[config.mk]
export PLATFORM = sky130hd
export DESIGN_NAME = shift_sequencer_flat
export DESIGN_NICKNAME = d
export VERILOG_FILES = /design/src/rtl/shift_sequencer_pkg.sv /design/src/rtl/shift_sequencer_if.sv /design/src/rtl/shift_sequencer.sv /design/src/flat_wrapper.sv
export SDC_FILE = /design/constraint.sdc
export NUM_CORES = 1
export LEC_CHECK = 0
export CAP_MARGIN = 20
export CELL_PAD_IN_SITES_DETAIL_PLACEMENT = 0
export CELL_PAD_IN_SITES_GLOBAL_PLACEMENT = 1
export CORE_MARGIN = 3
export CORE_UTILIZATION = 26
export DETAILED_ROUTE_END_ITERATION = 12
export HOLD_SLACK_MARGIN = 0.15
export PLACE_DENSITY = 0.76
export REMOVE_ABC_BUFFERS = 1
export SLEW_MARGIN = 20
export SYNTH_ARGS = -nofsm -noshare
export SYNTH_HDL_FRONTEND = slang
export SYNTH_SLANG_ARGS = --single-unit
export TNS_END_PERCENT = 100
[constraint.sdc]
create_clock -name clk -period 1.6 [get_ports clk]
set_input_delay 0.32 -clock clk [delete_from_list [all_inputs] [get_ports clk]]
set_output_delay 0.32 -clock clk [all_outputs]
set_load 0.01 [all_outputs]
[src/rtl/shift_sequencer_pkg.sv]
// Shared CPU package: ALU opcodes, shift sequencer state encoding and count helper.
// SHIFT_COUNT_MASK_EN restricts the effective shift count to count[4:0].
package shift_sequencer_pkg;

  typedef enum logic [3:0] {
    ALUOP_ADD         = 4'd0,
    ALUOP_SUB         = 4'd1,
    ALUOP_SHIFT_LEFT  = 4'd2,
    ALUOP_SHIFT_RIGHT = 4'd3
  } alu_op_t;

  typedef enum logic [1:0] {
    SEQ_IDLE,
    SEQ_SHIFT,
    SEQ_DONE
  } seq_state_t;

  localparam int unsigned DATA_W  = 16;
  localparam int unsigned COUNT_W = 8;

  function automatic logic [COUNT_W-1:0] effective_count(input logic [COUNT_W-1:0] count);
`ifdef SHIFT_COUNT_MASK_EN
    return count & 8'h1F;
`else
    return count;
`endif
  endfunction

endpackage

[src/rtl/shift_sequencer_if.sv]
// Request/result handshake and ALU side-channel of the shift sequencer.
// master = execution unit side, slave = sequencer side.
interface shift_sequencer_if;
  import shift_sequencer_pkg::*;

  logic              start_valid;
  logic              start_ready;
  logic              dir;
  logic              word;
  logic [DATA_W-1:0] operand;
  logic [COUNT_W-1:0] count;

  alu_op_t           alu_op;
  logic [DATA_W-1:0] alu_a;
  logic [DATA_W-1:0] alu_b;
  logic [DATA_W-1:0] alu_r;

  logic              done_valid;
  logic              done_ready;
  logic [DATA_W-1:0] result;
  logic              carry_out;
  logic              count_zero;

  modport master (
    output start_valid, dir, word, operand, count, done_ready, alu_r,
    input  start_ready, alu_op, alu_a, alu_b, done_valid, result, carry_out, count_zero
  );

  modport slave (
    input  start_valid, dir, word, operand, count, done_ready, alu_r,
    output start_ready, alu_op, alu_a, alu_b, done_valid, result, carry_out, count_zero
  );

endinterface

[src/rtl/shift_sequencer.sv]
// Multi-cycle shifter that steps an external ALU one bit per cycle.
// Build option SHIFT_COUNT_MASK_EN limits the shift count to 0..31.
module shift_sequencer
  import shift_sequencer_pkg::*;
(
  input  logic               clk,
  input  logic               reset,
  shift_sequencer_if.slave   bus
);

  seq_state_t         state;
  logic [DATA_W-1:0]  working;
  logic [COUNT_W-1:0] remaining;
  logic [COUNT_W-1:0] eff;
  logic               dir_q;
  logic               word_q;
  logic               carry;
  logic               zero_q;
  logic [DATA_W-1:0]  next_working;
  logic               outgoing;

  assign eff = effective_count(bus.count);

  assign bus.start_ready = (state == SEQ_IDLE) && !reset;
  assign bus.done_valid  = (state == SEQ_DONE);
  assign bus.result      = working;
  assign bus.carry_out   = carry;
  assign bus.count_zero  = zero_q;
  assign bus.alu_b       = '0;

  always_comb begin
    bus.alu_op = ALUOP_ADD;
    bus.alu_a  = '0;
    if (state == SEQ_SHIFT) begin
      bus.alu_op = dir_q ? ALUOP_SHIFT_RIGHT : ALUOP_SHIFT_LEFT;
      bus.alu_a  = working;
    end
  end

  // Byte mode keeps the upper byte clear so bits never re-enter from above.
  always_comb begin
    next_working = word_q ? bus.alu_r : {8'h00, bus.alu_r[7:0]};
    outgoing     = dir_q ? working[0] : (word_q ? working[15] : working[7]);
  end

  always_ff @(posedge clk) begin
    if (reset) begin
      state     <= SEQ_IDLE;
      working   <= '0;
      remaining <= '0;
      dir_q     <= 1'b0;
      word_q    <= 1'b0;
      carry     <= 1'b0;
      zero_q    <= 1'b0;
    end else begin
      case (state)
        SEQ_IDLE: begin
          if (bus.start_valid && bus.start_ready) begin
            working   <= bus.word ? bus.operand : {8'h00, bus.operand[7:0]};
            dir_q     <= bus.dir;
            word_q    <= bus.word;
            remaining <= eff;
            carry     <= 1'b0;
            if (eff == '0) begin
              zero_q <= 1'b1;
              state  <= SEQ_DONE;
            end else begin
              zero_q <= 1'b0;
              state  <= SEQ_SHIFT;
            end
          end
        end
        SEQ_SHIFT: begin
          working   <= next_working;
          carry     <= outgoing;
          remaining <= remaining - 1'b1;
          if (remaining == 8'd1) begin
            state <= SEQ_DONE;
          end
        end
        SEQ_DONE: begin
          if (bus.done_ready) begin
            state <= SEQ_IDLE;
          end
        end
        default: state <= SEQ_IDLE;
      endcase
    end
  end

endmodule

[src/flat_wrapper.sv]
// flat-port wrapper written by rule: the top's interface ports become plain ports
module shift_sequencer_flat import shift_sequencer_pkg::*;
  (clk, reset, bus_start_valid, bus_dir, bus_word, bus_operand, bus_count, bus_done_ready, bus_alu_r, bus_start_ready, bus_alu_op, bus_alu_a, bus_alu_b, bus_done_valid, bus_result, bus_carry_out, bus_count_zero);
  shift_sequencer_if bus_i ();
  input  logic clk;
  input  logic reset;
  input wire logic [$bits(bus_i.start_valid)-1:0] bus_start_valid;
  input wire logic [$bits(bus_i.dir)-1:0] bus_dir;
  input wire logic [$bits(bus_i.word)-1:0] bus_word;
  input wire logic [$bits(bus_i.operand)-1:0] bus_operand;
  input wire logic [$bits(bus_i.count)-1:0] bus_count;
  input wire logic [$bits(bus_i.done_ready)-1:0] bus_done_ready;
  input wire logic [$bits(bus_i.alu_r)-1:0] bus_alu_r;
  output wire logic [$bits(bus_i.start_ready)-1:0] bus_start_ready;
  output wire logic [$bits(bus_i.alu_op)-1:0] bus_alu_op;
  output wire logic [$bits(bus_i.alu_a)-1:0] bus_alu_a;
  output wire logic [$bits(bus_i.alu_b)-1:0] bus_alu_b;
  output wire logic [$bits(bus_i.done_valid)-1:0] bus_done_valid;
  output wire logic [$bits(bus_i.result)-1:0] bus_result;
  output wire logic [$bits(bus_i.carry_out)-1:0] bus_carry_out;
  output wire logic [$bits(bus_i.count_zero)-1:0] bus_count_zero;
  assign bus_i.start_valid = bus_start_valid;
  assign bus_i.dir = bus_dir;
  assign bus_i.word = bus_word;
  assign bus_i.operand = bus_operand;
  assign bus_i.count = bus_count;
  assign bus_i.done_ready = bus_done_ready;
  assign bus_i.alu_r = bus_alu_r;
  assign bus_start_ready = bus_i.start_ready;
  assign bus_alu_op = bus_i.alu_op;
  assign bus_alu_a = bus_i.alu_a;
  assign bus_alu_b = bus_i.alu_b;
  assign bus_done_valid = bus_i.done_valid;
  assign bus_result = bus_i.result;
  assign bus_carry_out = bus_i.carry_out;
  assign bus_count_zero = bus_i.count_zero;
  shift_sequencer u_core (.clk(clk), .reset(reset), .bus(bus_i));
endmodule
==> run_results.csv, run 1 <==
group,metric,value,unit
outcome,status,"finished clean",
setup_path,worstPathArrival,1.22,ns
synthesis,yosys_most_used_dff,"dfxtp_1",
drt,wl,5890,um
cells_and_area,stdcell_area,0.00299,mm^2
die,fp.dieH,89.5,um
timing,setup_violations,0,
pwr,vdd_ir_drop_max,0.326,mV
drt,drtAntennaViolNets,0,
clocking,path_clk_slew,0.06,ns
placement,gp_congestion,0.851,
clocking,numCtsBuffers,5,
grt,grt_antenna_before_repair,0,
clocking,clk_latency,0.28,ns
placement,io_buffers,83,
cells_and_area,final_common_cell,"clkdlybuf4s50_1",
clocking,cts_tree,"yes",
die,io_pins,102,
pwr,power.total,3.06,mW
job,maxCapViolations,0,
cells_and_area,layout-drive-gt1-share,0.246,
clocking,clock-sinks,30,
cells_and_area,fin_nets,384,
cells_and_area,n_antenna_cell,0,
pwr,p_per_area,1020,mW/mm^2
setup_path,end_kind,"primary output",
grt,grt_pass1_wl,8460,um
pwr,seqPwrFrac,0.330,
timing,timing.final.max_slew_violations,0,
synthesis,yosysWarnings,0,
setup_path,crit_path_max_fanout,13,
die,die_w,89.5,um
synthesis,synth_cells,230,
synthesis,avgSynthCellArea,7.89,um^2
synthesis,synth_edf_count,0,
timing,setup_tns,0,ns
timing,finalCritPeriodShare,0.965,
clocking,clock_path_buffers,2,
cells_and_area,seq_area,603,um^2
die,num_rows,29,
placement,place_area,0.00284,mm^2
cells_and_area,multi_input_area,0.00108,mm^2
synthesis,synth_seq_cells,30,
clocking,cts_max_level,2,
drt,drt_first_pass_iters,4,
synthesis,syn_area,0.00181,mm^2
synthesis,synthArstFlopShare,0,
pwr,internal_power,2.00,mW
placement,pre_cts_slack,-0.312,ns
pwr,p_sw,1.06,mW
drt,vias_per_cell,4.56,
grt,grt.total_usage,0.137,
pwr,clockPowerShare,0.204,
cells_and_area,nFillCells,662,
timing,hold_viol,0,
hold_path,worstHoldPathType,"reg2reg",
synthesis,ys_seq_area_frac,0.331,
die,start_util,0.276,
synthesis,yosysUniqueCellTypes,38,
placement,hpwl,4070,um
timing,period_minus_slack,1.54,ns
drt,vias,1960,
cells_and_area,syn_to_final_growth,64.7,%
cells_and_area,mostFrequentLayoutCells,"clkdlybuf4s50_1, buf_4, dfxtp_1",
setup_path,start_kind,"flip-flop",
clocking,cts_root_buf,"clkbuf_8",
drt,drt-initial-drc-count,54,
pwr,power_frac_comb,0.466,
timing,max_clock_freq,647,MHz
grt,grt_pass1_vias,1735,
timing,whs,0.504,ns
pwr,power_leakage,1.26,nW
die,coreArea,0.00657,mm^2
setup_path,crit_type,"reg2out",
grt,grt_overflow,0,
setup_path,cp_data_required_time,1.28,ns
timing,clock_skew,0.00888,ns
pwr,switching_share,0.345,
die,dieArea,0.00802,mm^2
timing,grt_setup_unrepaired,"yes",
drt,drc,0,
grt,grt_max_degree,34,
timing,fin_ws,0.0554,ns
drt,wl_per_cell,13.7,um
## layout make-up
class | instances | share of cell area
inverter | 4 | 0.00670
tap | 93 | 0.0389
sequential | 30 | 0.202
clock inverter | 1 | 0.00168
multi-input combinational | 177 | 0.360
timing repair buffer | 118 | 0.362
clock buffer | 7 | 0.0289
## critical path, cell delays in order, from the launching register on
cell and delay, ns:
dfxtp_2 0.34, nand2b_4 0.14, inv_6 0.05, buf_12 0.13, and2_1 0.15, buf_2 0.13
## cell families (layout without fill, tap and decap cells)
logic type,after synthesis,in the layout,synth area share
flip-flops,30,30,0.331
adder cells (fa/ha/maj),2,2,0.0138
AND/OR/NAND/NOR,106,106,0.299
AO/OA/AOI/OAI,48,48,0.195
multiplexers,3,3,0.0166
buffers and inverters,40,130,0.142
other,1,18,0.00207
## power groups by stage
stage | combinational, mW | clock (mW) | sequential [mW]
3_3_place_gp | 1.30 | 0 | 1.01
4_1_cts | 1.39 | 0.650 | 1.00
3_5_place_dp | 1.32 | 0 | 1.01
2_1_floorplan | 0.543 | 0 | 1.05
6_report | 1.43 | 0.624 | 1.01
5_1_grt | 1.55 | 0.698 | 1.03
## stage by stage
| stage | cells | utilization |
|---|---|---|
| floorplan | 211 | - |
| global placement | 416 | 0.432 |
| detailed placement | 416 | 0.432 |
| CTS | 430 | 0.453 |
| global route | 430 | 0.455 |
| finish | 430 | 0.455 |
## flip-flops by register name, indices dropped and copies added (netlist names)
register / count
u_core.bus.result: 16
u_core.remaining: 8
u_core.state: 2
u_core.bus.carry_out: 1
u_core.bus.count_zero: 1
u_core.dir_q: 1
u_core.word_q: 1
## cell usage after synthesis (all sizes together), types with 3 or more instances
cell type  instances  area, um^2
dfxtp             30         601
buf               29         216
nor2              27         101
nand2             26        97.6
and2              18         114
nand3             17        85.1
a311oi            16         140
a21oi             10        50.1
o21ai              8        40.0
clkbuf             7        26.3
nor2b              5        31.3
inv                4        15.0
a211oi             3        22.5
mux2i              3        30.0
nand2b             3        18.8
## path summary, 6_finish.rpt
check                          startpoint                                to  slack [ns]  cells after the start
max          u_core.state[1]$_SDFFE_PP0P_                      bus_alu_a[7]        0.06                      5
min             u_core.dir_q$_SDFFE_PP0P_         u_core.dir_q$_SDFFE_PP0P_        0.50                      2
max reg2reg  u_core.state[1]$_SDFFE_PP0P_  u_core.remaining[4]$_SDFFE_PP0P_        0.10                      7
min reg2reg     u_core.dir_q$_SDFFE_PP0P_         u_core.dir_q$_SDFFE_PP0P_        0.50                      2
## routing by layer
| layer | up-vias | routed length [um] | global-route usage |
|---|---|---|---|
| met5 | - | 0 | 0 |
| met4 | 0 | 38 | 0.0406 |
| met3 | 2 | 334 | 0.0332 |
| met2 | 70 | 2870 | 0.230 |
| met1 | 904 | 2650 | 0.175 |
| li1 | 984 | - | - |
## repair_timing
action / 4_1_cts / 5_1_grt
pin swaps: 0 / 3
setup buffers: 5 / 0
cloned: 1 / 1
hold endpoints to repair: 0 / 0
hold buffers: 0 / 0
gates resized for setup: 80 / 21
setup endpoints to repair: 21 / 29
Note: power is estimated with default switching activity, not from simulation.
==> inputs of run 2 (changes only) <==
--- a/config.mk
+++ b/config.mk
@@ -10,6 +10,7 @@
 export CELL_PAD_IN_SITES_GLOBAL_PLACEMENT = 1
 export CORE_MARGIN = 3
 export CORE_UTILIZATION = 26
+export CTS_CLUSTER_SIZE = 8
 export DETAILED_ROUTE_END_ITERATION = 12
 export HOLD_SLACK_MARGIN = 0.15
 export PLACE_DENSITY = 0.76
==> results of run 2 <==
The final DEF is identical to that of run 1; final timing and power are the same.
==> inputs of run 3 (changes only) <==
--- a/config.mk
+++ b/config.mk
@@ -12,6 +12,7 @@
 export CORE_UTILIZATION = 26
 export CTS_CLUSTER_SIZE = 8
 export DETAILED_ROUTE_END_ITERATION = 12
+export GPL_ROUTABILITY_DRIVEN = 0
 export HOLD_SLACK_MARGIN = 0.15
 export PLACE_DENSITY = 0.76
 export REMOVE_ABC_BUFFERS = 1
==> results of run 3 <==
The final DEF is identical to that of run 1; final timing and power are the same.
